## src/rtl/mem_port_arbiter_if.sv

```systemverilog
// Bundles the fetch, data and external memory bus signals of mem_port_arbiter.
// The slave modport is the arbiter's view; master is the core/memory side.
interface mem_port_arbiter_if;
  logic        f_req;
  logic [31:0] f_addr;
  logic        f_flush;
  logic        f_valid;
  logic [31:0] f_rdata;
  logic        d_req;
  logic        d_we;
  logic [31:0] d_addr;
  logic [31:0] d_wdata;
  logic [3:0]  d_wstrb;
  logic        d_valid;
  logic [31:0] d_rdata;
  logic        bus_req;
  logic        bus_we;
  logic [31:0] bus_addr;
  logic [31:0] bus_wdata;
  logic [3:0]  bus_wstrb;
  logic        bus_ack;
  logic [31:0] bus_rdata;
  logic        busy;
  logic        err;

  modport slave (
    input  f_req, f_addr, f_flush, d_req, d_we, d_addr, d_wdata, d_wstrb,
    input  bus_ack, bus_rdata,
    output f_valid, f_rdata, d_valid, d_rdata,
    output bus_req, bus_we, bus_addr, bus_wdata, bus_wstrb, busy, err
  );

  modport master (
    output f_req, f_addr, f_flush, d_req, d_we, d_addr, d_wdata, d_wstrb,
    output bus_ack, bus_rdata,
    input  f_valid, f_rdata, d_valid, d_rdata,
    input  bus_req, bus_we, bus_addr, bus_wdata, bus_wstrb, busy, err
  );
endinterface

```

## src/rtl/mem_port_arbiter.sv

```systemverilog
// Arbitrates one single-ported memory bus between instruction fetch and data access.
// Define ARB_TIMEOUT_EN to add a bus watchdog that aborts stalled transactions and pulses err.
module mem_port_arbiter #(
  parameter int DATA_BURST_MAX = 4,
  parameter int TIMEOUT_CYCLES = 64
) (
  input logic              iclk,
  input logic              irst,
  mem_port_arbiter_if.slave arb
);

  typedef enum logic [1:0] {IDLE, FETCH, DATA} state_t;

  state_t      state;
  logic        bus_req_q;
  logic        bus_we_q;
  logic [31:0] bus_addr_q;
  logic [31:0] bus_wdata_q;
  logic [3:0]  bus_wstrb_q;
  logic        f_valid_q;
  logic [31:0] f_rdata_q;
  logic        d_valid_q;
  logic [31:0] d_rdata_q;
  logic [3:0]  cnt;
  logic        drop;
  logic        fr;
  logic        dr;
  logic        burst_full;

  if (DATA_BURST_MAX < 1 || DATA_BURST_MAX > 15 || TIMEOUT_CYCLES < 1 || TIMEOUT_CYCLES > 65535) begin : g_param_check
    $error("mem_port_arbiter: DATA_BURST_MAX or TIMEOUT_CYCLES out of range");
  end

  // A requester is masked during its own response cycle so a held request is not re-granted.
  assign fr         = arb.f_req & ~arb.f_flush & ~f_valid_q;
  assign dr         = arb.d_req & ~d_valid_q;
  assign burst_full = fr && (cnt == 4'(DATA_BURST_MAX));

`ifdef ARB_TIMEOUT_EN
  logic [15:0] wdog;
  logic        err_q;
  logic        timeout;
  assign timeout = ~arb.bus_ack && (wdog == 16'(TIMEOUT_CYCLES - 1));
`endif

  always_ff @(posedge iclk or posedge irst) begin
    if (irst) begin
      state       <= IDLE;
      bus_req_q   <= 1'b0;
      bus_we_q    <= 1'b0;
      bus_addr_q  <= 32'h0;
      bus_wdata_q <= 32'h0;
      bus_wstrb_q <= 4'h0;
      f_valid_q   <= 1'b0;
      f_rdata_q   <= 32'h0;
      d_valid_q   <= 1'b0;
      d_rdata_q   <= 32'h0;
      cnt         <= 4'h0;
      drop        <= 1'b0;
`ifdef ARB_TIMEOUT_EN
      wdog        <= 16'h0;
      err_q       <= 1'b0;
`endif
    end else begin
      f_valid_q <= 1'b0;
      d_valid_q <= 1'b0;
`ifdef ARB_TIMEOUT_EN
      err_q     <= 1'b0;
`endif
      case (state)
        IDLE: begin
`ifdef ARB_TIMEOUT_EN
          wdog <= 16'h0;
`endif
          // Data wins unless a waiting fetch has already sat through a full data burst.
          if (dr && !burst_full) begin
            state       <= DATA;
            bus_req_q   <= 1'b1;
            bus_we_q    <= arb.d_we;
            bus_addr_q  <= arb.d_addr;
            bus_wdata_q <= arb.d_wdata;
            bus_wstrb_q <= arb.d_we ? arb.d_wstrb : 4'h0;
            cnt         <= fr ? cnt + 4'd1 : 4'h0;
          end else if (fr) begin
            state       <= FETCH;
            bus_req_q   <= 1'b1;
            bus_we_q    <= 1'b0;
            bus_addr_q  <= arb.f_addr;
            bus_wstrb_q <= 4'h0;
            cnt         <= 4'h0;
          end else if (!arb.f_req) begin
            cnt <= 4'h0;
          end
        end
        FETCH: begin
          if (arb.bus_ack) begin
            state     <= IDLE;
            bus_req_q <= 1'b0;
            drop      <= 1'b0;
            if (!drop && !arb.f_flush) begin
              f_valid_q <= 1'b1;
              f_rdata_q <= arb.bus_rdata;
            end
`ifdef ARB_TIMEOUT_EN
          end else if (timeout) begin
            state     <= IDLE;
            bus_req_q <= 1'b0;
            drop      <= 1'b0;
            err_q     <= 1'b1;
            if (!drop && !arb.f_flush) begin
              f_valid_q <= 1'b1;
              f_rdata_q <= 32'h0;
            end
`endif
          end else begin
            if (arb.f_flush) drop <= 1'b1;
`ifdef ARB_TIMEOUT_EN
            wdog <= wdog + 16'd1;
`endif
          end
        end
        DATA: begin
          if (arb.bus_ack) begin
            state     <= IDLE;
            bus_req_q <= 1'b0;
            d_valid_q <= 1'b1;
            d_rdata_q <= arb.bus_rdata;
`ifdef ARB_TIMEOUT_EN
          end else if (timeout) begin
            state     <= IDLE;
            bus_req_q <= 1'b0;
            err_q     <= 1'b1;
            d_valid_q <= 1'b1;
            d_rdata_q <= 32'h0;
          end else begin
            wdog <= wdog + 16'd1;
`endif
          end
        end
        default: begin
          state     <= IDLE;
          bus_req_q <= 1'b0;
        end
      endcase
    end
  end

  assign arb.bus_req   = bus_req_q;
  assign arb.bus_we    = bus_we_q;
  assign arb.bus_addr  = bus_addr_q;
  assign arb.bus_wdata = bus_wdata_q;
  assign arb.bus_wstrb = bus_wstrb_q;
  assign arb.f_valid   = f_valid_q;
  assign arb.f_rdata   = f_rdata_q;
  assign arb.d_valid   = d_valid_q;
  assign arb.d_rdata   = d_rdata_q;
  assign arb.busy      = (state != IDLE);
`ifdef ARB_TIMEOUT_EN
  assign arb.err       = err_q;
`else
  assign arb.err       = 1'b0;
`endif

endmodule

```

## src/flat_wrapper.sv

```systemverilog
// flat-port wrapper written by rule: the top's interface ports become plain ports
module mem_port_arbiter_flat 
#(
  parameter int DATA_BURST_MAX = 4,
  parameter int TIMEOUT_CYCLES = 64
)
  (iclk, irst, arb_f_req, arb_f_addr, arb_f_flush, arb_d_req, arb_d_we, arb_d_addr, arb_d_wdata, arb_d_wstrb, arb_bus_ack, arb_bus_rdata, arb_f_valid, arb_f_rdata, arb_d_valid, arb_d_rdata, arb_bus_req, arb_bus_we, arb_bus_addr, arb_bus_wdata, arb_bus_wstrb, arb_busy, arb_err);
  mem_port_arbiter_if arb_i ();
  input logic iclk;
  input logic irst;
  input wire logic [$bits(arb_i.f_req)-1:0] arb_f_req;
  input wire logic [$bits(arb_i.f_addr)-1:0] arb_f_addr;
  input wire logic [$bits(arb_i.f_flush)-1:0] arb_f_flush;
  input wire logic [$bits(arb_i.d_req)-1:0] arb_d_req;
  input wire logic [$bits(arb_i.d_we)-1:0] arb_d_we;
  input wire logic [$bits(arb_i.d_addr)-1:0] arb_d_addr;
  input wire logic [$bits(arb_i.d_wdata)-1:0] arb_d_wdata;
  input wire logic [$bits(arb_i.d_wstrb)-1:0] arb_d_wstrb;
  input wire logic [$bits(arb_i.bus_ack)-1:0] arb_bus_ack;
  input wire logic [$bits(arb_i.bus_rdata)-1:0] arb_bus_rdata;
  output wire logic [$bits(arb_i.f_valid)-1:0] arb_f_valid;
  output wire logic [$bits(arb_i.f_rdata)-1:0] arb_f_rdata;
  output wire logic [$bits(arb_i.d_valid)-1:0] arb_d_valid;
  output wire logic [$bits(arb_i.d_rdata)-1:0] arb_d_rdata;
  output wire logic [$bits(arb_i.bus_req)-1:0] arb_bus_req;
  output wire logic [$bits(arb_i.bus_we)-1:0] arb_bus_we;
  output wire logic [$bits(arb_i.bus_addr)-1:0] arb_bus_addr;
  output wire logic [$bits(arb_i.bus_wdata)-1:0] arb_bus_wdata;
  output wire logic [$bits(arb_i.bus_wstrb)-1:0] arb_bus_wstrb;
  output wire logic [$bits(arb_i.busy)-1:0] arb_busy;
  output wire logic [$bits(arb_i.err)-1:0] arb_err;
  assign arb_i.f_req = arb_f_req;
  assign arb_i.f_addr = arb_f_addr;
  assign arb_i.f_flush = arb_f_flush;
  assign arb_i.d_req = arb_d_req;
  assign arb_i.d_we = arb_d_we;
  assign arb_i.d_addr = arb_d_addr;
  assign arb_i.d_wdata = arb_d_wdata;
  assign arb_i.d_wstrb = arb_d_wstrb;
  assign arb_i.bus_ack = arb_bus_ack;
  assign arb_i.bus_rdata = arb_bus_rdata;
  assign arb_f_valid = arb_i.f_valid;
  assign arb_f_rdata = arb_i.f_rdata;
  assign arb_d_valid = arb_i.d_valid;
  assign arb_d_rdata = arb_i.d_rdata;
  assign arb_bus_req = arb_i.bus_req;
  assign arb_bus_we = arb_i.bus_we;
  assign arb_bus_addr = arb_i.bus_addr;
  assign arb_bus_wdata = arb_i.bus_wdata;
  assign arb_bus_wstrb = arb_i.bus_wstrb;
  assign arb_busy = arb_i.busy;
  assign arb_err = arb_i.err;
  mem_port_arbiter #(.DATA_BURST_MAX(DATA_BURST_MAX), .TIMEOUT_CYCLES(TIMEOUT_CYCLES)) u_core (.iclk(iclk), .irst(irst), .arb(arb_i));
endmodule
```

## config.mk

```make
export PLATFORM = sky130hd
export DESIGN_NAME = mem_port_arbiter_flat
export DESIGN_NICKNAME = d
export VERILOG_FILES = /design/src/rtl/mem_port_arbiter_if.sv /design/src/rtl/mem_port_arbiter.sv /design/src/flat_wrapper.sv
export SDC_FILE = /design/constraint.sdc
export NUM_CORES = 1
export LEC_CHECK = 0
export CORE_ASPECT_RATIO = 0.8
export CORE_MARGIN = 2
export CORE_UTILIZATION = 40
export CTS_BUF_LIST = sky130_fd_sc_hd__clkbuf_16
export DETAILED_ROUTE_END_ITERATION = 10
export GPL_TIMING_DRIVEN = 1
export PLACE_DENSITY = 0.79
export SYNTH_ARGS = -nofsm -noshare
export SYNTH_HDL_FRONTEND = slang
export SYNTH_SLANG_ARGS = --single-unit
```

## constraint.sdc

```tcl
create_clock -name iclk -period 6.35 [get_ports iclk]
set_input_delay 1.27 -clock iclk [delete_from_list [all_inputs] [get_ports iclk]]
set_output_delay 1.27 -clock iclk [all_outputs]
set_load 0.005 [all_outputs]
```

==> metrics.md <==
| Metric | Value |
|---|---|
| Status | `complete, no violations` |
| Die span in x | `139.2 um` |
| Initial antenna violation count | `0` |
| Layout Nets | `835` |
| Layout area overhead | `60.17%` |
| Final min period | `3.722 ns` |
| Net Count, Synth | `560` |
| CP max FO | `37` |
| Max transition margin | `20.64%` |
| Clock latency on the worst-skew pair | `0.42 ns` |
| Row cnt | `39` |
| Critical path required time | `6.65 ns` |
| DRT Pass-1 Iters | `4` |
| Hold WC Path Type | `reg2reg` |
| CTS Sinks | `143` |
| Ant diodes | `0` |
| Routed len/inst | `17.53 um` |
| VDD IR max | `317.9 uV` |
| Total wire length | `15.55 mm` |
| Post-Synthesis Cells | `416` |
| Data arrival, critical path | `4.02 ns` |
| Area fraction of the dominant cell type after synthesis | `61.15%` |
| CP Capture Type | `flip-flop` |
| Avg Cell Area, Syn | `14.07 um2` |
| Total track usage | `20.45%` |
| Buf/Inv on CP | `2` |
| Cell Pwr Density | `475.4 nW/um2` |
| Vias in the first global route | `4626` |
| Post-synth top area cell | `dfrtp_1` |
| Number of H-tree levels | `4` |
| Crit-path cells | `clkdlybuf4s50_1, nor2b_1, o41a_2, buf_4, and2_4, mux2_2` |
| Final period utilization | `58.62%` |
| Final hold viol count | `0` |
| Post-CTS Setup Bufs | `0` |
| GP Congestion | `0.8110` |
| Flop and latch count out of synthesis | `143` |
| YS warnings | `0` |
| Initial core utilization | `40.93%` |
| Share of post-route cells with drive strength above 1 | `19.35%` |
| DRC Markers | `0` |
| Cell family with most CP delay | `simple AND/OR/NAND/NOR gates` |
| DR vias | `4287` |
| Post-DP HPWL | `11.30 mm` |
| Post-route cell area | `9373 um2` |
| Worst-Margin Slew | `1.184 ns` |
| Mapped Area | `5852 um2` |
| Yosys cell types | `32` |
| 1st-iter DRT viols | `149` |
| PostCTS Resize Cnt | `0` |
| Vias/cell | `4.833` |
| CTS tree | `built` |
| Placed cell areas | `8756 um2` |
| CP max stage delay | `0.66 ns` |
| Top cells by area, synth | `dfrtp_1 (61%), mux2_2 (14%), mux2_4 (6.4%)` |
| Core Footprint | `14300 um2` |
| TritonCTS Buffers | `17` |
| Register area share after synthesis | `61.15%` |
| Fmax | `268.6 MHz` |
| Global-route wire length before repair | `24.92 mm` |
| Reg clk slew, reported paths | `0.06 ns` |
| DIE AREA | `15620 um2` |
| Die Height | `112.2 um` |
| Total grt overflow | `0` |
| # fillers | `1057` |
| CP Launch Type | `primary input` |
| Leakage | `4.051 nW` |
| Worst Skew | `0.006496 ns` |
| CP max-delay cell | `and2_4` |
| Worst Path Class, Setup | `in2reg` |
| Clock root cell | `clkbuf_16` |
| Number of port buffers | `275` |
| Pins Over Slew Limit | `0` |
| Antenna viol nets, final | `0` |
| Clock buffer depth | `2` |
| Final setup viols | `0` |
| Largest net degree at the start of global routing | `85` |
| IO Pins | `277` |
| Setup Total Neg Slack | `0 ns` |
| RSZ-0062 raised after global routing | `false` |
| Hold_buf cts | `0` |
| Number of max-cap violations | `0` |
-- power by group --
part           total (W)  leakage (nW)  switching [W]  internal [W]
registers        0.00159          1.74       0.000239       0.00135
logic            0.00182          2.01       0.000607       0.00121
clock network    0.00104         0.297       0.000389      0.000656
-- cells by family (layout without fill, tap and decap cells) --
group	count (synthesis)	after routing	share of synthesized area, %
AO/OA/AOI/OAI	52	52	5.217
AND/OR/NAND/NOR	53	53	3.934
flip-flops	143	143	61.15
buffers and inverters	34	321	3.015
other	1	1	0.06408
multiplexers	128	128	25.55
adder cells (fa/ha/maj)	5	5	1.069
-- worst reg2reg max path, cell delays in order, from the launching register on --
cell,delay [ns]
dfrtp_1,0.39
nor2b_1,0.46
o41a_2,0.25
buf_4,0.49
and2_4,0.67
mux2_2,0.42
-- routing by layer --
layer  vias to the layer above  share of wire (%)  global-route usage, %
li1                       2012                  -                      -
met1                      2080                 40                  23.63
met2                       169                 50                  34.61
met3                        26                8.5                  7.679
met4                         0                2.1                  8.215
met5                         -                  0                      0
-- flip-flops by register name, summed over array words and instances (netlist names) --
| name | count |
|---|---|
| u_core.arb.bus_addr | 32 |
| u_core.arb.d_rdata | 32 |
| u_core.arb.bus_wdata | 32 |
| u_core.arb.f_rdata | 32 |
| u_core.arb.bus_req | 1 |
| u_core.cnt | 4 |
| u_core.arb.f_valid | 1 |
| u_core.drop | 1 |
| u_core.arb.bus_we | 1 |
| u_core.state | 2 |
| u_core.arb.bus_wstrb | 4 |
| u_core.arb.d_valid | 1 |
-- cell usage in the layout (no fill, tap or decap), drive strengths merged, types with 2 or more instances in the layout --
master	Yosys	routed
buf	15	5
clkbuf	9	17
clkinvlp	0	3
o22a	2	2
ha	5	5
nand4	2	2
a21oi	3	3
clkinv	0	3
mux2	96	96
nand3	2	2
nand2	38	38
clkdlybuf4s50	0	275
bufinv	0	4
nor2b	3	3
o21ai	38	38
inv	10	14
dfrtp	143	143
mux2i	32	32
a32o	4	4
nor2	3	3
-- cell type report --
class                           count  area (um2)  share of cell area [%]
Inverter                           10       42.54                  0.4539
Clock inverter                     14       191.4                   2.042
Multi-Input combinational cell    239        2115                   22.56
Clock buffer                       17       425.4                   4.539
Tap cell                          184       230.2                   2.456
Timing Repair Buffer              280        2790                   29.77
Sequential cell                   143        3578                   38.18
-- Yosys cell counts, drive strengths merged --
master / number
nor3: 1
inv: 10
nand2: 38
nor2b: 3
mux2: 96
nand3: 2
nor2: 3
nor3b: 1
o41a: 1
nand3b: 1
a21oi: 3
a22o: 1
mux2i: 32
buf: 15
a32o: 4
o21ai: 38
o311ai: 1
and3: 1
clkbuf: 9
conb: 1
dfrtp: 143
nand4: 2
ha: 5
o22a: 2
o22ai: 1
o31ai: 1
and2: 1
-- path summary, 6_finish.rpt --
| check | end | cells past startpoint | startpoint | slack, ns |
|---|---|---|---|---|
| setup / recovery | u_core.arb.bus_wdata[29] | 6 | arb_d_req | 2.63 |
| hold / removal | u_core.arb.bus_addr[28] | 2 | u_core.arb.bus_addr[28] | 0.48 |
| max in group asynchronous | u_core.arb.f_rdata[1] | 3 | irst | 3.72 |
| hold reg to reg | u_core.arb.bus_addr[28] | 2 | u_core.arb.bus_addr[28] | 0.48 |
| setup reg to reg | u_core.arb.bus_wdata[29] | 5 | u_core.arb.d_valid | 3.56 |
| min in group asynchronous | u_core.arb.bus_wdata[18] | 2 | irst | 1.34 |
-- through the flow --
step | util, % | hold slack, ns | worst slack [ns] | total power [W] | instances
6_report | 65.56 | 0.4782 | 2.628 | 0.004456 | 887
3_5_place_dp | 61.24 | 0.4701 | 2.195 | 0.003437 | 856
5_1_grt | 65.56 | 0.4986 | 2.482 | 0.004712 | 887
4_1_cts | 65.56 | 0.4839 | 2.640 | 0.004509 | 887
3_3_place_gp | 61.24 | 0.4583 | 2.305 | 0.003364 | 856
2_1_floorplan | - | 0.4364 | 1.242 | 0.002307 | 416
(Power assumes the default switching activity.)
